--- src/rtl/mem_stage_ctrl_pkg.sv ---
// Shared LC-3b MEM-stage types: word/mask typedefs, FSM state encoding and
// write-lane mask constants used by the controller and its byte aligner.
package mem_stage_ctrl_pkg;

  localparam int LC3B_WORD_W = 16;

  typedef logic [LC3B_WORD_W-1:0] lc3b_word;
  typedef logic [1:0]             lc3b_mem_wmask;

  typedef enum logic [1:0] {
    MS_IDLE   = 2'd0,
    MS_ACCESS = 2'd1,
    MS_HOLD   = 2'd2
  } mem_stage_state_t;

  localparam lc3b_mem_wmask WMASK_NONE = 2'b00;
  localparam lc3b_mem_wmask WMASK_LO   = 2'b01;
  localparam lc3b_mem_wmask WMASK_HI   = 2'b10;
  localparam lc3b_mem_wmask WMASK_WORD = 2'b11;

  function automatic lc3b_mem_wmask lane_mask(input logic lane);
    return lane ? WMASK_HI : WMASK_LO;
  endfunction

endpackage

--- src/rtl/mem_stage_ctrl_if.sv ---
// Data-memory port between the MEM-stage controller (master) and the data
// cache / memory (slave).
interface mem_stage_ctrl_if
  import mem_stage_ctrl_pkg::*;
#(
  parameter int DATA_W = 16
) ();

  logic              dmem_read;
  logic              dmem_write;
  logic [DATA_W-1:0] dmem_address;
  logic [DATA_W-1:0] dmem_wdata;
  lc3b_mem_wmask     dmem_byte_enable;
  logic              dmem_resp;
  logic [DATA_W-1:0] dmem_rdata;

  modport master (
    output dmem_read, dmem_write, dmem_address, dmem_wdata, dmem_byte_enable,
    input  dmem_resp, dmem_rdata
  );

  modport slave (
    input  dmem_read, dmem_write, dmem_address, dmem_wdata, dmem_byte_enable,
    output dmem_resp, dmem_rdata
  );

endinterface

--- src/rtl/mem_stage_ctrl_byte_align.sv ---
// Combinational byte-lane logic: write lane mask, store-data replication for
// byte stores and zero-extended lane selection for byte loads.
module mem_stage_ctrl_byte_align
  import mem_stage_ctrl_pkg::*;
#(
  parameter int DATA_W = 16
) (
  input  logic              lane_i,
  input  logic              byte_op_i,
  input  logic [DATA_W-1:0] wdata_i,
  input  logic [DATA_W-1:0] rdata_i,
  output lc3b_mem_wmask     be_o,
  output logic [DATA_W-1:0] wdata_o,
  output logic [DATA_W-1:0] rdata_o
);

  localparam int HALF = DATA_W / 2;

  // NOTE: every output gets a default at the top of always_comb so no path
  // leaves it unassigned and no latch is inferred.
  always_comb begin
    be_o    = WMASK_WORD;
    wdata_o = wdata_i;
    rdata_o = rdata_i;
    if (byte_op_i) begin
      be_o    = lane_mask(lane_i);
      wdata_o = {2{wdata_i[HALF-1:0]}};
      rdata_o = {{HALF{1'b0}}, lane_i ? rdata_i[DATA_W-1:HALF] : rdata_i[HALF-1:0]};
    end
  end

endmodule

--- src/rtl/mem_stage_ctrl.sv ---
// LC-3b MEM-stage controller: issues one stable data-memory request per load or
// store, stalls the pipeline until the response, and hands aligned data to WB.
module mem_stage_ctrl
  import mem_stage_ctrl_pkg::*;
#(
  parameter int DATA_W  = 16,
  parameter int TIMEOUT = 0
) (
  input  logic              clk,
  input  logic              rst_n,
  input  logic              stage_valid,
  input  logic              flush,
  input  logic              ctrl_mem_read,
  input  logic              ctrl_mem_write,
  input  logic              ctrl_byte_op,
  input  logic [DATA_W-1:0] addr,
  input  logic [DATA_W-1:0] wdata,
  mem_stage_ctrl_if.master  dmem,
  output logic              stall,
  output logic              done,
  output logic [DATA_W-1:0] rdata_out,
  output logic              timeout_err
);

  localparam int              CNT_W    = (TIMEOUT > 1) ? $clog2(TIMEOUT) : 1;
  localparam logic [CNT_W-1:0] CNT_LAST = (TIMEOUT > 0) ? CNT_W'(TIMEOUT - 1) : '0;
  localparam bit              WD_EN    = (TIMEOUT > 0);

  mem_stage_state_t  state_q;
  logic              read_q, write_q;
  logic [DATA_W-1:0] address_q, wdata_q, rdata_q;
  lc3b_mem_wmask     be_q;
  logic              done_q, timeout_err_q, squash_q;
  logic              lane_q, byte_op_q;
  logic [CNT_W-1:0]  cnt_q;

  logic              memop, squash_d, wd_hit;
  logic              align_lane, align_byte_op;
  lc3b_mem_wmask     align_be;
  logic [DATA_W-1:0] align_wdata, align_rdata;

  assign memop    = stage_valid & (ctrl_mem_read | ctrl_mem_write) & ~flush;
  assign squash_d = squash_q | flush;
  assign wd_hit   = WD_EN && (state_q == MS_ACCESS) && (cnt_q == CNT_LAST) && !dmem.dmem_resp;

  // Live inputs drive the aligner while capturing a request; the captured lane
  // and width take over once the access is in flight.
  assign align_lane    = (state_q == MS_IDLE) ? addr[0]      : lane_q;
  assign align_byte_op = (state_q == MS_IDLE) ? ctrl_byte_op : byte_op_q;

  mem_stage_ctrl_byte_align #(.DATA_W(DATA_W)) u_byte_align (
    .lane_i    (align_lane),
    .byte_op_i (align_byte_op),
    .wdata_i   (wdata),
    .rdata_i   (dmem.dmem_rdata),
    .be_o      (align_be),
    .wdata_o   (align_wdata),
    .rdata_o   (align_rdata)
  );

  // NOTE: sequential state uses non-blocking assignments only, so every
  // register samples pre-edge values regardless of statement order.
  always_ff @(posedge clk) begin
    if (!rst_n) begin
      state_q       <= MS_IDLE;
      read_q        <= 1'b0;
      write_q       <= 1'b0;
      address_q     <= '0;
      wdata_q       <= '0;
      be_q          <= WMASK_NONE;
      done_q        <= 1'b0;
      rdata_q       <= '0;
      timeout_err_q <= 1'b0;
      squash_q      <= 1'b0;
      lane_q        <= 1'b0;
      byte_op_q     <= 1'b0;
      cnt_q         <= '0;
    end else begin
      case (state_q)
        MS_IDLE: begin
          done_q   <= 1'b0;
          squash_q <= 1'b0;
          cnt_q    <= '0;
          if (memop) begin
            write_q   <= ctrl_mem_write;
            read_q    <= ctrl_mem_read & ~ctrl_mem_write;
            address_q <= {addr[DATA_W-1:1], 1'b0};
            wdata_q   <= align_wdata;
            be_q      <= ctrl_mem_write ? align_be : WMASK_NONE;
            lane_q    <= addr[0];
            byte_op_q <= ctrl_byte_op;
            state_q   <= MS_ACCESS;
          end
        end

        MS_ACCESS: begin
          squash_q <= squash_d;
          if (dmem.dmem_resp) begin
            read_q  <= 1'b0;
            write_q <= 1'b0;
            done_q  <= ~squash_d;
            if (!squash_d) rdata_q <= align_rdata;
            state_q <= MS_HOLD;
          end else if (wd_hit) begin
            read_q        <= 1'b0;
            write_q       <= 1'b0;
            done_q        <= ~squash_d;
            rdata_q       <= '0;
            timeout_err_q <= 1'b1;
            state_q       <= MS_HOLD;
          end else if (cnt_q != '1) begin
            cnt_q <= cnt_q + 1'b1;
          end
        end

        MS_HOLD: begin
          done_q  <= 1'b0;
          state_q <= MS_IDLE;
        end

        default: state_q <= MS_IDLE;
      endcase
    end
  end

  assign stall = ((state_q == MS_IDLE) && memop) || (state_q == MS_ACCESS);

  assign dmem.dmem_read        = read_q;
  assign dmem.dmem_write       = write_q;
  assign dmem.dmem_address     = address_q;
  assign dmem.dmem_wdata       = wdata_q;
  assign dmem.dmem_byte_enable = be_q;

  assign done        = done_q;
  assign rdata_out   = rdata_q;
  assign timeout_err = timeout_err_q;

endmodule

--- src/flat_wrapper.sv ---
// flat-port wrapper written by rule: the top's interface ports become plain ports
module mem_stage_ctrl_flat import mem_stage_ctrl_pkg::*;
#(
  parameter int DATA_W  = 16,
  parameter int TIMEOUT = 0
)
  (clk, rst_n, stage_valid, flush, ctrl_mem_read, ctrl_mem_write, ctrl_byte_op, addr, wdata, stall, done, rdata_out, timeout_err, dmem_dmem_read, dmem_dmem_write, dmem_dmem_address, dmem_dmem_wdata, dmem_dmem_byte_enable, dmem_dmem_resp, dmem_dmem_rdata);
  mem_stage_ctrl_if #(.DATA_W(DATA_W)) dmem_i ();
  input  logic clk;
  input  logic rst_n;
  input  logic stage_valid;
  input  logic flush;
  input  logic ctrl_mem_read;
  input  logic ctrl_mem_write;
  input  logic ctrl_byte_op;
  input  logic [DATA_W-1:0] addr;
  input  logic [DATA_W-1:0] wdata;
  output logic stall;
  output logic done;
  output logic [DATA_W-1:0] rdata_out;
  output logic timeout_err;
  output wire logic [$bits(dmem_i.dmem_read)-1:0] dmem_dmem_read;
  output wire logic [$bits(dmem_i.dmem_write)-1:0] dmem_dmem_write;
  output wire logic [$bits(dmem_i.dmem_address)-1:0] dmem_dmem_address;
  output wire logic [$bits(dmem_i.dmem_wdata)-1:0] dmem_dmem_wdata;
  output wire logic [$bits(dmem_i.dmem_byte_enable)-1:0] dmem_dmem_byte_enable;
  input wire logic [$bits(dmem_i.dmem_resp)-1:0] dmem_dmem_resp;
  input wire logic [$bits(dmem_i.dmem_rdata)-1:0] dmem_dmem_rdata;
  assign dmem_dmem_read = dmem_i.dmem_read;
  assign dmem_dmem_write = dmem_i.dmem_write;
  assign dmem_dmem_address = dmem_i.dmem_address;
  assign dmem_dmem_wdata = dmem_i.dmem_wdata;
  assign dmem_dmem_byte_enable = dmem_i.dmem_byte_enable;
  assign dmem_i.dmem_resp = dmem_dmem_resp;
  assign dmem_i.dmem_rdata = dmem_dmem_rdata;
  mem_stage_ctrl #(.DATA_W(DATA_W), .TIMEOUT(TIMEOUT)) u_core (.clk(clk), .rst_n(rst_n), .stage_valid(stage_valid), .flush(flush), .ctrl_mem_read(ctrl_mem_read), .ctrl_mem_write(ctrl_mem_write), .ctrl_byte_op(ctrl_byte_op), .addr(addr), .wdata(wdata), .dmem(dmem_i), .stall(stall), .done(done), .rdata_out(rdata_out), .timeout_err(timeout_err));
endmodule
--- config.mk ---
export PLATFORM = sky130hd
export DESIGN_NAME = mem_stage_ctrl_flat
export DESIGN_NICKNAME = d
export VERILOG_FILES = /design/src/rtl/mem_stage_ctrl_pkg.sv /design/src/rtl/mem_stage_ctrl_if.sv /design/src/rtl/mem_stage_ctrl_byte_align.sv /design/src/rtl/mem_stage_ctrl.sv /design/src/flat_wrapper.sv
export SDC_FILE = /design/constraint.sdc
export NUM_CORES = 1
export LEC_CHECK = 0
export BUFFER_PORTS_ARGS = -buffer_cell sky130_fd_sc_hd__buf_2
export CAP_MARGIN = 0
export CORE_ASPECT_RATIO = 2
export CORE_MARGIN = 5
export CORE_UTILIZATION = 42
export DETAILED_ROUTE_END_ITERATION = 7
export GPL_ROUTABILITY_DRIVEN = 0
export GPL_TIMING_DRIVEN = 0
export HOLD_SLACK_MARGIN = 0.03
export PLACE_DENSITY = 0.77
export SKIP_CTS_REPAIR_TIMING = 1
export SYNTH_ARGS = -nofsm -noshare
export SYNTH_HDL_FRONTEND = slang
export SYNTH_SLANG_ARGS = --single-unit
--- constraint.sdc ---
create_clock -name clk -period 1.6 [get_ports clk]
set_input_delay 0.4 -clock clk [delete_from_list [all_inputs] [get_ports clk]]
set_output_delay 0.4 -clock clk [all_outputs]
set_load 0.02 [all_outputs]
==> flow_summary.ini <==
[critical_path]
crit_slowest_cell = or4b_4
crit_chain = or4b_4 > buf_8 > o21ai_4 > buf_6
end_kind = output port
worstPathMaxFanout = 6
arrival_ps = 1640
startpoint_type = flip-flop
crit_required_ps = 1200
critPathKind = reg -> out
max_stage_delay_ps = 560

[placement]
dp_hpwl_um = 6100
port_buffers = 108

[floorplan]
die_w_um = 64.6
rows = 39
core_mm2 = 0.00576
dieArea_mm2 = 0.00770
die_y_um = 119
ioPinCount = 111
initial_core_util_pct = 43.5

[sta]
whs_ps = 321
post-route-period-util_pct = 127
finClkSkew_ps = 4.48
fin_crit_ps = 2040
tightestPinTransition_ps = 949
final-setup-viol-count = 14
final-hold-violation-count = 0
fmax_mhz = 491
grt_setup_unrepaired = true
setup_ws_ps = -435
timing.setup.tns_ps = -774
slew_viol_final = 0
relSlewSlack_pct = 36.7

[status]
status = finished, violations left
violations = negative setup slack

[clock_network]
cts.path.max_buffers = 2
clock_sinks = 57
worstSkewPairLatency_ps = 330
cts_buffers = 9
cts-root-buf = clkbuf_16
htreeDepth = 3
clkSlewWorstSetupHoldPaths_ps = 50
cts_tree = built

[power]
swShare_pct = 25.4
powerDensity_mw_per_mm2 = 1110
combPwrFrac_pct = 14.2
switchingPower_w = 0.00104
internal_power_w = 0.00305
clkPwrFrac_pct = 48.9
vdd_drop_max_v = 0.000656
p_leak_nw = 1.59
pwr-share-seq_pct = 37.0

[drt]
via_per_inst = 5.87
vias = 2884
drt-pass1-iter-count = 4
drtAntennaViolNets = 0
drc = 0
routed_wl_um = 8510
drtIter0Drc = 226
wl_per_cell_um = 17.3

[synth]
netlist_top_cells_count = dfxtp_1, a21oi_1, o21ai_0, nand3_1, nand2_1
synth-edff-count = 0
synth_ff_type = dfxtp_1
synth_warnings = 0
synth_top_area_cell = dfxtp_1
synth_area_mm2 = 0.00250
ys_top_cells_by_area = dfxtp_1, a21oi_1, o21ai_0
synth.top_cell.area_share_pct = 45.6
syn_avg_cell_area_um2 = 8.55
netlist_instances = 293
async_flop_share_pct = 0
ys_seq_elements = 57
synth.distinct_cells = 38
seq_area_frac_synth_pct = 45.6
synth_most_common_cell = dfxtp_1

[global_routing]
grt_max_degree = 11
antenna_found_initial = 0
grt_pass1_vias = 2701
grt_pass1_wl_um = 12700
grt.total_usage_pct = 21.4
grt-ovfl-total = 0

[layout]
nets = 481
area_delta_synth_final_pct = 46.5
final_layout_size_suffix_gt1_share_pct = 41.6
antennaDiodeCount = 0
nFillCells = 512

[run]
cap_violations = 0

[hold_path]
min_path_type = in -> reg
==> metrics by stage <==
| stage | util, % | cell area [µm²] | instances | setup WS (ps) | power (W) |
|---|---|---|---|---|---|
| floorplan | - | 2530 | 294 | -54.9 | 0.00185 |
| global placement | 54.7 | 3150 | 463 | -364 | 0.00204 |
| detailed placement | 54.7 | 3150 | 463 | -362 | 0.00205 |
| CTS | 60.0 | 3460 | 479 | -608 | 0.00405 |
| global route | 63.7 | 3670 | 491 | -467 | 0.00422 |
| finish | 63.7 | 3670 | 491 | -435 | 0.00409 |
==> layer usage <==
metal	part of all wire [%]	global-route usage, %	vias up
met1	35	21.4	1357
met3	7.6	6.31	24
met5	0	0	-
li1	-	-	1362
met2	55	38.6	141
met4	3.1	11.4	0
==> cells by family (layout without fill, tap and decap cells) <==
logic type             count (synthesis)  in the layout  share of synthesized area (%)
AO/OA/AOI/OAI                        122            123                           28.9
other                                  1              2                          0.150
buffers and inverters                 30            164                           6.29
AND/OR/NAND/NOR                       83             84                           19.1
flip-flops                            57             57                           45.6
==> power groups by stage <==
| stage | clock [W] | sequential [W] | combinational [W] |
|---|---|---|---|
| 5_1_grt | 0.00208 | 0.00152 | 0.000624 |
| 6_report | 0.00200 | 0.00151 | 0.000580 |
| 3_5_place_dp | 0 | 0.00154 | 0.000514 |
| 4_1_cts | 0.00202 | 0.00151 | 0.000518 |
| 2_1_floorplan | 0 | 0.00160 | 0.000247 |
| 3_3_place_gp | 0 | 0.00154 | 0.000508 |
==> area by class of cell <==
class	instances	area, µm²	area share [%]
Multi-Input combinational cell	209	1320	35.9
Clock buffer	9	225	6.14
Timing Repair Buffer	119	629	17.1
Inverter	2	7.51	0.205
Sequential cell	57	1150	31.3
Clock inverter	7	85.1	2.32
Tap cell	61	76.3	2.08
Buffer	27	181	4.94
==> state kept, by name (all words and copies together), names as in the netlist, 2 cells and up <==
signal	flops
u_core.dmem.dmem_byte_enable	2
u_core.rdata_out	16
u_core.state_q	2
u_core.dmem.dmem_wdata	16
u_core.dmem.dmem_address	15
==> worst paths after layout <==
kind                         from  slack (ps)  cells after the start                          end
max             u_core.state_q[1]        -440                      4                        stall
min                       addr[7]         320                      3  u_core.dmem.dmem_address[7]
max reg2reg     u_core.state_q[1]         -60                      5   u_core.dmem.dmem_wdata[14]
min reg2reg  u_core.rdata_out[13]         460                      2         u_core.rdata_out[13]
==> placed cells by master (no fill, tap or decap), types with 2 or more instances in the layout <==
cell type,instances
buf_6,6
clkbuf_1,13
buf_4,16
clkinv_2,5
nor3b_4,2
o21ai_2,12
dfxtp_1,55
bufinv_16,2
a21oi_1,45
o21ai_4,2
a311oi_2,3
buf_8,2
nand4_1,2
clkbuf_16,9
conb_1,2
nand2b_1,2
o21ai_1,8
o22ai_1,8
o21ai_0,25
o21a_1,2
nor2_1,6
a311oi_1,13
nand3_1,42
dfxtp_4,2
nand2_1,18
buf_2,108
==> worst max-delay path: cells and delay by family (launching register included) <==
family	cells	cell delay [ps]
simple gates	1	560
flops	1	350
buf+inv	2	280
compound gates	1	120
No activity file was read; power rests on OpenSTA's default activity.
